File: config.mk
export PLATFORM = sky130hd
export DESIGN_NAME = mips_avalon_arbiter
export DESIGN_NICKNAME = d
export VERILOG_FILES = /design/src/rtl/mips_avalon_pkg.sv /design/src/rtl/mips_avalon_arbiter.sv
export SDC_FILE = /design/constraint.sdc
export NUM_CORES = 1
export LEC_CHECK = 0
export CAP_MARGIN = 20
export CORE_MARGIN = 2
export CORE_UTILIZATION = 44
export CTS_BUF_LIST = sky130_fd_sc_hd__clkbuf_8
export CTS_CLUSTER_SIZE = 16
export DETAILED_ROUTE_END_ITERATION = 12
export PLACE_DENSITY_LB_ADDON = 0.3
export SLEW_MARGIN = 10
export SYNTH_ARGS = -nofsm -noshare
export SYNTH_HDL_FRONTEND = slang
export SYNTH_SLANG_ARGS = --single-unit
File: constraint.sdc
create_clock -name clk -period 2.7 [get_ports clk]
set_clock_uncertainty 0.15 [all_clocks]
set_input_delay 0.54 -clock clk [delete_from_list [all_inputs] [get_ports clk]]
set_output_delay 0.54 -clock clk [all_outputs]
set_load 0.005 [all_outputs]
File: src/rtl/mips_avalon_pkg.sv
// Shared types and constants for the MIPS instruction/data to Avalon-MM arbiter.
package mips_avalon_pkg;

  typedef enum logic [1:0] {
    IDLE  = 2'd0,
    BUS_I = 2'd1,
    BUS_D = 2'd2,
    RESP  = 2'd3
  } state_e;

  typedef enum logic {
    REQ_INSTR = 1'b0,
    REQ_DATA  = 1'b1
  } req_id_e;

  localparam logic [3:0] BE_ALL = 4'b1111;

endpackage

File: src/rtl/mips_avalon_arbiter.sv
// Arbitrates a MIPS instruction port and data port onto one Avalon-MM master,
// with round-robin or fixed data priority and a waitrequest watchdog.
module mips_avalon_arbiter
  import mips_avalon_pkg::*;
#(
  parameter int unsigned RR_MODE        = 1,
  parameter int unsigned TIMEOUT_CYCLES = 64
) (
  input  logic        clk,
  input  logic        reset_n,
  // instruction port
  input  logic        i_req,
  input  logic [31:0] i_addr,
  output logic        i_ack,
  output logic [31:0] i_rdata,
  // data port
  input  logic        d_req,
  input  logic        d_write,
  input  logic [31:0] d_addr,
  input  logic [31:0] d_wdata,
  input  logic [3:0]  d_byteenable,
  output logic        d_ack,
  output logic [31:0] d_rdata,
  // Avalon-MM master
  output logic [31:0] avm_address,
  output logic        avm_read,
  output logic        avm_write,
  output logic [31:0] avm_writedata,
  output logic [3:0]  avm_byteenable,
  input  logic        avm_waitrequest,
  input  logic [31:0] avm_readdata,
  output logic        timeout_err
);

  localparam int unsigned CntW = $clog2(TIMEOUT_CYCLES + 1);
  localparam logic [CntW-1:0] CntLast = CntW'(TIMEOUT_CYCLES - 1);

  state_e          state_q;
  req_id_e         last_q;
  logic [CntW-1:0] wait_cnt_q;
  logic            pick_data;

  // On a tie, round-robin serves whoever was not granted last.
  always_comb begin
    pick_data = d_req && (!i_req || (RR_MODE == 0) || (last_q == REQ_INSTR));
  end

  always_ff @(posedge clk or negedge reset_n) begin
    if (!reset_n) begin
      state_q        <= IDLE;
      last_q         <= REQ_DATA;
      wait_cnt_q     <= '0;
      avm_address    <= '0;
      avm_read       <= 1'b0;
      avm_write      <= 1'b0;
      avm_writedata  <= '0;
      avm_byteenable <= 4'b0000;
      i_ack          <= 1'b0;
      d_ack          <= 1'b0;
      i_rdata        <= '0;
      d_rdata        <= '0;
      timeout_err    <= 1'b0;
    end else begin
      i_ack <= 1'b0;
      d_ack <= 1'b0;
      unique case (state_q)
        IDLE: begin
          wait_cnt_q <= '0;
          if (pick_data) begin
            last_q         <= REQ_DATA;
            avm_address    <= d_addr;
            avm_writedata  <= d_wdata;
            avm_byteenable <= d_byteenable;
            avm_read       <= ~d_write;
            avm_write      <= d_write;
            state_q        <= BUS_D;
          end else if (i_req) begin
            last_q         <= REQ_INSTR;
            avm_address    <= i_addr;
            avm_byteenable <= BE_ALL;
            avm_read       <= 1'b1;
            avm_write      <= 1'b0;
            state_q        <= BUS_I;
          end
        end
        BUS_I, BUS_D: begin
          if (!avm_waitrequest) begin
            avm_read   <= 1'b0;
            avm_write  <= 1'b0;
            wait_cnt_q <= '0;
            if (state_q == BUS_I) begin
              i_rdata <= avm_readdata;
              i_ack   <= 1'b1;
            end else begin
              // A completed write leaves the last read word in place.
              if (!avm_write) d_rdata <= avm_readdata;
              d_ack <= 1'b1;
            end
            state_q <= RESP;
          end else if (wait_cnt_q == CntLast) begin
            avm_read    <= 1'b0;
            avm_write   <= 1'b0;
            wait_cnt_q  <= '0;
            timeout_err <= 1'b1;
            if (state_q == BUS_I) begin
              i_rdata <= '0;
              i_ack   <= 1'b1;
            end else begin
              d_rdata <= '0;
              d_ack   <= 1'b1;
            end
            state_q <= RESP;
          end else begin
            wait_cnt_q <= wait_cnt_q + 1'b1;
          end
        end
        RESP: begin
          // Ack is high for this single cycle; requester updates req at the exit edge.
          state_q <= IDLE;
        end
      endcase
    end
  end

endmodule

Word level (Yosys, flattened, before mapping)
Index checks and enable logic that the tools add are counted.
- input bits: 138
- logic and storage cells: 80
- latch bits: 0
- memories: 0
- bits in registers: 147
- ROM bits: 0
- memory bits (writable): 0
- output and inout bits: 137
- multiply operators: 0
- reductions and logical operators: 15
- bitwise operators: 2
- mux-type cells: 38
- shift operators: 0
- magnitude comparators: 0
- equality and inequality tests: 11
- add/subtract/negate cells: 1
- divide/modulo/power cells: 0
- operators with widths (cell ; number):
    32-bit 2-to-1 mux ; 11
    1-bit 2-to-1 mux ; 15
    7-bit 2-to-1 mux ; 2
    7-bit case mux with 2 select lines ; 1
    2-bit 2-to-1 mux ; 4
    4-bit 2-to-1 mux ; 2
    7-bit by 1-bit adder with 7-bit output (second input constant) ; 1
    7-bit by 6-bit == test with 1-bit output (second input constant) ; 1
    2-bit != test (second input constant) ; 3
    3-bit != test (second input constant) ; 2
    2-bit case mux with 3 select lines ; 1
    2-bit AND reduction ; 3
    3-bit AND reduction ; 2
    2-bit nonzero test ; 3
    5-bit AND reduction ; 1
    2-bit == test (second input constant) ; 2
    2-bit by 1-bit != test with 1-bit output (second input constant) ; 2
    1-bit case mux with 2 select lines ; 2
    4-bit AND reduction ; 1
    2-bit by 1-bit == test with 1-bit output (second input constant) ; 1
    2-bit zero test ; 1
    1-bit NOT ; 2
    2-bit OR reduction ; 1
    1-bit logical AND ; 1
    other kinds (2) ; 2

Longest topological paths before layout
Gate-level depths: netlist of the first run.
- depth after elaboration: 5
- depth in mapped cells: 8
- gate-level depth less buffers: 6

Worst setup path before layout of the first run
No wires, ideal clock.
- kind: register to register
- from: register state_q[0]
- to: register avm_read
- stages on the path, launching flop included: 8
- setup time: 126 ps
- slack: 831 ps
- data required time: 2424 ps
- data arrival time: 1593 ps
- period minus slack after synthesis: 1869 ps
- cell sequence: dfrtp_1 inv_1 ha_1 buf_6 nand2_4 a21oi_1 a211o_1 a221o_1
- cells in the longest elaborated chain, start to end: 4
- RTL lines (item ; line ; RTL):
    start, declared ; mips_avalon_arbiter.sv:38 ; state_e state_q;
    start signal, assigned ; mips_avalon_arbiter.sv:50 ; state_q <= IDLE;
    start signal, assigned ; mips_avalon_arbiter.sv:76 ; state_q <= BUS_D;
    start signal, assigned ; mips_avalon_arbiter.sv:83 ; state_q <= BUS_I;
    2-bit by 1-bit == test with 1-bit output or 2-bit == test (tied branches) ; mips_avalon_arbiter.sv:66 ; unique case (state_q)
    2-bit OR reduction ; mips_avalon_arbiter.sv:66 ;
    3-bit != test (no line) or 2-bit nonzero test (tied branches) ; - ;
    3-bit AND reduction (no line) ; - ;
    end signal, assigned ; mips_avalon_arbiter.sv:74 ; avm_read <= ~d_write;
    end, declared ; mips_avalon_arbiter.sv:26 ; output logic avm_read,
Parallel ways exist; a longest one is shown, timed or not.
A chain may end at the register's enable or synchronous reset.

Worst setup path in the final report of the first run
- from: register state_q[1]
- to: register d_rdata[14]
- cells in the longest elaborated chain, start to end: 3
- RTL lines (item ; line ; RTL):
    2-bit by 1-bit == test with 1-bit output or 2-bit == test (tied branches) ; mips_avalon_arbiter.sv:66, mips_avalon_arbiter.sv:91, mips_avalon_arbiter.sv:105 ;
    2-bit != test (no line) or 2-bit OR reduction (tied branches) ; - ;
    5-bit AND reduction (no line) * ; - ;
    end signal, assigned ; mips_avalon_arbiter.sv:96 ; if (!avm_write) d_rdata <= avm_readdata;
    end, declared ; mips_avalon_arbiter.sv:23 ; output logic [31:0] d_rdata,
Mark *: on every way between the ends. The rest lies on a longest branch, timed or not.

==> out/qor.csv, run 1 <==
stage,metric,value,unit
timing,timing.setup.tns,0,ns
route,drt-total-wl,17340,um
grt,grt_max_degree,52,
final_layout,fillers,1031,
final_layout,multi_input_area,2372,um^2
grt,overflow,0,
clocking,clk_pin_slew,0.07,ns
final_layout,layout.area.seq,3680,um^2
route,ant_nets,0,
logic_synthesis,netlist-cell-type-count,44,
clocking,clkLatencyLatePin,0.43,ns
grt,grt_pass1_wl,26650,um
power,comb_power_share,47.9,%
grt,grt_pass1_vias,5165,
route,drt_iter0_drc,273,
timing,worstMarginPinSlew,0.4924,ns
worst_setup_path,crit_type,flip-flop to flip-flop,
power,power_frac_seq,37.7,%
flow_run,maxCapViolCount,0,
placement,hpwl,12800,um
timing,hold_viol_final,0,
worst_setup_path,cp.required,2.90,ns
worst_setup_path,arrival,2.37,ns
grt,antenna_found_initial,0,
grt,grt.total_usage,22.75,%
clocking,tritoncts,done,
route,vias,5079,
clocking,postCtsSetupRepairBufs,0,
clocking,postCtsResizedCells,0,
route,vias_per_cell,5.346,
logic_synthesis,syn_inst,488,
outcome,outcome,"complete, no violations",
timing,finalCritPeriodShare,80.46,%
power,clkPwrFrac,14.4,%
die,die_h,123.8,um
clocking,cts.htree.levels,4,
final_layout,drive_gt1_share,11.17,%
logic_synthesis,synth_fp_nets,630,
die,die_area,15340,um^2
placement,place_area,9166,um^2
die,core,13930,um^2
logic_synthesis,yosysTopAreaCell,dfrtp_1,
clocking,cts_buffer_depth,2,
power,pwr_density_cell,1083,nW/um^2
route,wl_per_cell,18.25,um
worst_setup_path,end_kind,flip-flop,
power,swShare,32.74,%
worst_setup_path,crit_fanout,31,
power,switchingPower,0.003374,W
timing,layout_setup_ws,0.5276,ns
final_layout,layout.nets,899,
worst_setup_path,cp-start-kind,flip-flop,
final_layout,final_area,9517,um^2
logic_synthesis,ys_dominant_reg_cell,dfrtp_1,
final_layout,syn_to_final_growth,50.61,%
clocking,cts.sinks,147,
logic_synthesis,ys.warnings.count,0,
logic_synthesis,synth-seq-cells,147,
logic_synthesis,synth_edf_count,0,
route,drc,0,
power,irDropWorstVdd,0.4499,mV
power,leakage,4.123,nW
timing,maxSlewHeadroom,67.17,%
logic_synthesis,seq_area_frac_synth,58.24,%
logic_synthesis,synthArstFlopShare,100.0,%
logic_synthesis,synth_most_common_cell,dfrtp_1,
final_layout,diodes,0,
timing,max_freq,460.3,MHz
timing,fin_crit,2.172,ns
power,internal_power,0.006931,W
min_path,hold_class,flip-flop to flip-flop,
logic_synthesis,synth.area.top_cells,"dfrtp_1 (58%), mux2_4 (5.9%), mux2i_1 (5.2%)",
logic_synthesis,synth.top_cell.area_share,57.82,%
timing,drv_slew,0,
logic_synthesis,postSynthAreaPerCell,12.95,um^2
timing,setup_violations,0,
timing,rsz0062_at_grt,false,
die,num_rows,43,
placement,place.gp.congestion,0.8014,
die,die_w,123.8,um
route,firstDrtPassIters,4,
logic_synthesis,synth_common_cells,"dfrtp_1 (146), nand2_1 (42), o21ai_0 (42)",
clocking,cts_made_buffers,17,
logic_synthesis,netlist_area,6319,um^2
die,io_pins,275,
placement,port_buffers,274,
die,start_util,45.34,%
clocking,ctsRootBufferMaster,clkbuf_8,
placement,dp_worst_setup_slack,0.2768,ns
layout make-up:
cell class	instances	share of cell area, %
Clock buffer	20	2.892
Clock inverter	12	0.6837
Multi-Input combinational cell	297	24.93
Sequential cell	147	38.67
Tap cell	180	2.367
Timing Repair Buffer	288	30.23
Inverter	6	0.2367
worst max-delay path: stages, from the launching register on:
cell and delay (ns):
dfrtp_1 0.36, inv_1 0.10, ha_1 0.54, nand2b_1 0.18
nor2_2 0.10, buf_4 0.32, a22oi_1 0.13, o2bb2ai_1 0.19
registers in the layout (all words and copies together), names as in the netlist:
register,cells
wait_cnt_q,7
d_ack,1
d_rdata,32
avm_writedata,32
avm_write,1
last_q,1
avm_byteenable,4
state_q,2
i_rdata,32
avm_read,1
avm_address,32
timeout_err,1
i_ack,1
worst paths after layout:
| kind | start | end | slack (ns) | depth (start not counted) |
|---|---|---|---|---|
| setup / recovery | state_q[1]$_DFFE_PN0P_ | d_rdata[14]$_DFFE_PN0P_ | 0.53 | 7 |
| hold / removal | timeout_err$_DFFE_PN0P_ | timeout_err$_DFFE_PN0P_ | 0.33 | 1 |
| setup reg to reg | state_q[1]$_DFFE_PN0P_ | d_rdata[14]$_DFFE_PN0P_ | 0.53 | 7 |
| hold reg to reg | timeout_err$_DFFE_PN0P_ | timeout_err$_DFFE_PN0P_ | 0.33 | 1 |
| max in group asynchronous | reset_n | avm_writedata[25]$_DFFE_PN0P_ | 1.25 | 3 |
| min in group asynchronous | reset_n | d_rdata[26]$_DFFE_PN0P_ | 0.46 | 2 |
kinds of logic after synthesis:
family	count (synthesis)	share of synthesized area, %
and+or+nand+nor	68	5.287
adders and majority gates	4	0.7921
muxes	66	12.59
DFF	147	58.24
AOI/OAI and AO/OA	159	18.50
buffers and inverters	44	4.594
repair_timing:
| item | 4_1_cts | 5_1_grt |
|---|---|---|
| hold buffers | 1 | 0 |
| endpoints found under the setup margin | 0 | 0 |
| endpoints found under the hold margin | 46 | 0 |
placed cells by master (no fill, tap or decap), drive strengths merged:
| cell type | instances |
|---|---|
| clkdlybuf4s50 | 273 |
| dfrtp | 146 |
| nand2 | 44 |
| o21ai | 44 |
| mux2i | 33 |
| mux2 | 33 |
| a22o | 32 |
| o2bb2ai | 32 |
| a22oi | 31 |
| clkbuf | 20 |
| buf | 14 |
| inv | 10 |
| clkinv | 6 |
| a21oi | 6 |
| nor2 | 6 |
| o22a | 4 |
| ha | 4 |
| nand3 | 4 |
| nand2b | 3 |
| nand4 | 3 |
| nor2b | 2 |
| a41oi | 2 |
| and2 | 2 |
| clkinvlp | 2 |
| a211o | 1 |
| or2 | 1 |
| or4 | 1 |
| o211ai | 1 |
| nor4 | 1 |
| nor3b | 1 |
| a221o | 1 |
| a32o | 1 |
| a21o | 1 |
| o21bai | 1 |
| o22ai | 1 |
| o21a | 1 |
| dlygate4sd3 | 1 |
| dfstp | 1 |
power groups by stage:
| stage | clock network, W | logic (W) | registers, W |
|---|---|---|---|
| 2_1_floorplan | 0 | 0.00228 | 0.00390 |
| 3_3_place_gp | 0 | 0.00481 | 0.00386 |
| 3_5_place_dp | 0 | 0.00497 | 0.00390 |
| 4_1_cts | 0.00153 | 0.00499 | 0.00389 |
| 5_1_grt | 0.00163 | 0.00538 | 0.00401 |
| 6_report | 0.00149 | 0.00493 | 0.00389 |
metrics by stage:
stage | hold slack, ns | utilization (%) | power [W] | cells
global route | 0.3475 | 68.29 | 0.01102 | 950
CTS | 0.3325 | 68.29 | 0.01040 | 950
floorplan | 0.09441 | - | 0.006180 | 488
global placement | 0.3107 | 65.78 | 0.008670 | 917
detailed placement | 0.3181 | 65.78 | 0.008879 | 917
finish | 0.3265 | 68.29 | 0.01031 | 950
metal layers:
layer | vias to the layer above | share of wire, % | global-route usage (%) | routed length [um]
li1 | 2344 | - | - | -
met1 | 2494 | 39 | 27.72 | 6835
met2 | 216 | 50 | 37.43 | 8594
met3 | 25 | 8.7 | 7.509 | 1511
met4 | 0 | 2.3 | 8.949 | 399
met5 | - | 0 | 0 | 0
No activity file was read; power rests on OpenSTA's default activity.
==> run 2, diff against run 1 <==
CORE_UTILIZATION = 39   (was 44)
clock period = 1.95 ns   (was 2.7 ns; I/O delays follow)
==> out/qor.csv, run 2 (same netlist as run 1, synthesis figures left out) <==
stage,metric,value,unit,change
timing,maxSlewHeadroom,72.04,%,+4.9 points
grt,grt_pass1_wl,29120,um,+9.3%
worst_setup_path,cp-start-kind,flip-flop,,
final_layout,final_common_cell,clkdlybuf4s50_1,,
final_layout,diodes,0,,unchanged
worst_setup_path,arrival,1.35,ns,-1.02 ns
timing,rsz0062_at_grt,true,,
placement,port_buffers,274,,unchanged
placement,hpwl,13720,um,+7.2%
grt,grt.total_usage,21.27,%,-1.5 points
final_layout,final_cell_mix,"clkdlybuf4s50_1 (250), dfrtp_1 (146), nand2_1 (42), o21ai_0 (42), buf_4 (40)",,
die,num_rows,46,,+7.0%
placement,place.gp.congestion,0.8002,,-0.15%
worst_setup_path,timing.reg2reg.setup_slack,0.10,ns,-0.43 ns
final_layout,drive_gt1_share,15.51,%,+4.3 points
route,vias,5218,,+2.7%
timing,finalCritPeriodShare,97.10,%,
worst_setup_path,cp_num_buf_inv,1,,-1
worst_setup_path,cpPeakStageDelay,0.53,ns,about the same
timing,drv_slew,0,,unchanged
worst_setup_path,reg2reg_to,avm_read$_DFFE_PN0P_,,
timing,hold-worst-slack,0.2736,ns,-0.05292 ns
route,wl_per_cell,17.67,um,-3.2%
worst_setup_path,end_kind,output pin,,
die,io_pins,275,,unchanged
route,firstDrtPassIters,4,,unchanged
clocking,cts.sinks,147,,unchanged
clocking,cts.htree.levels,4,,unchanged
min_path,hold_class,input port to asynchronous set/reset pin,,
timing,max_freq,528.1,MHz,
final_layout,layout.area.seq,3680,um^2,unchanged
placement,dp_worst_setup_slack,-0.1806,ns,-0.4574 ns
final_layout,layout.nets,935,,+4.0%
die,die_area,17240,um^2,+12%
power,leakage,4.582,nW,+11%
timing,worstMarginPinSlew,0.4194,ns,-0.07304 ns
worst_setup_path,cp.required,1.41,ns,-1.49 ns
route,ant_nets,0,,unchanged
final_layout,postLayoutCoreUtil,63.15,%,-5.1 points
route,vias_per_cell,5.106,,-4.5%
worst_setup_path,regToRegStartpoint,wait_cnt_q[0]$_DFFE_PN0P_,,
power,irDropWorstVdd,0.5522,mV,+23%
clocking,tritoncts,done,,
die,start_util,39.78,%,-5.6 points
timing,timing.setup.tns,0,ns,unchanged
worst_setup_path,path_delay_family,buffers and inverters,,
placement,dp.cells,980,,+6.9%
grt,antenna_found_initial,0,,unchanged
worst_setup_path,crit_fanout,2,,-94%
power,pwr_density_cell,1505,nW/um^2,+39%
timing,fin_crit,1.893,ns,
outcome,outcome,"complete, no violations",,
worst_setup_path,rr_worst_depth,5,,-2
flow_run,maxCapViolCount,0,,unchanged
grt,overflow,0,,unchanged
final_layout,instances_no_fill,1022,,+7.6%
timing,hold_viol_final,0,,unchanged
grt,grt_max_degree,49,,-5.8%
clocking,cts_buffer_depth,2,,unchanged
worst_setup_path,slowest_stage,clkdlybuf4s50_1,,
grt,grt_pass1_vias,5428,,+5.1%
clocking,clkLatencyLatePin,0.44,ns,about the same
route,drt-total-wl,18050,um,+4.1%
route,drc,0,,unchanged
clocking,cts_made_buffers,17,,unchanged
clocking,clk_pin_slew,0.09,ns,+0.02 ns
route,drt_iter0_drc,227,,-17%
worst_setup_path,crit_type,flip-flop to output pin,,
final_layout,multi_input_area,2400,um^2,+1.2%
worst_setup_path,worstSetupPathDepth,1,,-6
worst_setup_path,path_cells,clkdlybuf4s50_1,,
die,die_w,131.3,um,+6.0%
timing,setup_violations,0,,unchanged
die,core,15890,um^2,+14%
timing,layout_setup_ws,0.05658,ns,-0.4711 ns
final_layout,syn_to_final_growth,58.75,%,
clocking,ctsRootBufferMaster,clkbuf_8,,
final_layout,fillers,1234,,+20%
die,die_h,131.3,um,+6.0%
==> run 2: cell count changes in the layout (fill, tap and decap cells not counted), moves of 2 or more <==
cell and change:
dlymetal6s2s_1 +20, clkinv_4 +3, dlygate4sd2_1 +3, buf_12 +7, buf_4 +29, clkdlybuf4s50_1 -23, clkinv_2 -3, bufinv_16 +2
clkbuf_8 -3
==> run 2: worst max-delay path by stage <==
stage,end,startpoint,slack [ns]
floorplan,avm_read$_DFFE_PN0P_,state_q[0]$_DFFE_PN0P_,0.08
global placement,state_q[0]$_DFFE_PN0P_,avm_waitrequest,-0.13
detailed placement,avm_address[30]$_DFFE_PN0P_,d_req,-0.18
CTS,d_rdata[6],d_rdata[6]$_DFFE_PN0P_,0.002
global route,d_rdata[7]$_DFFE_PN0P_,state_q[1]$_DFFE_PN0P_,-0.008
finish,avm_writedata[15],avm_writedata[15]$_DFFE_PN0P_,0.06
==> run 2: where the power goes <==
group | switching (W) | leakage [nW] | internal [W] | total, W
sequential | 0.000891 | 1.81 | 0.00447 | 0.00536
clock | 0.00117 | 0.196 | 0.00112 | 0.00229
combinational | 0.00282 | 2.57 | 0.00462 | 0.00744
total | 0.00488 | 4.58 | 0.0102 | 0.0151
==> run 2: cell type report <==
| type | count | area share (%) |
|---|---|---|
| multi-input combinational | 297 | 23.92 |
| clock buffer | 17 | 2.333 |
| clock inverter | 15 | 1.434 |
| inverter | 6 | 0.2245 |
| timing repair buffer | 324 | 32.71 |
| tap | 216 | 2.694 |
| sequential | 147 | 36.68 |
==> run 2: stage by stage <==
step	area [um^2]	total power (W)
final	10030	0.01509
after floorplan	6319	0.008557
after global routing	10030	0.01606
after detailed placement	9502	0.01279
after global placement	9502	0.01248
after CTS	9896	0.01515
==> run 2: layer usage <==
layer	wire length (um)	GRT usage, %	vias to the layer above
met5	0	0	-
met3	1346	7.099	35
met2	9017	35.58	233
met4	474	8.877	0
met1	7217	25.18	2526
li1	-	-	2424
==> run 2: timing repair <==
action	CTS	global route
setup endpoints to repair	5	36
resized for setup	4	24
endpoints found under the hold margin	35	0
hold buffers	1	0
buffers inserted	1	8
pin swaps	0	2
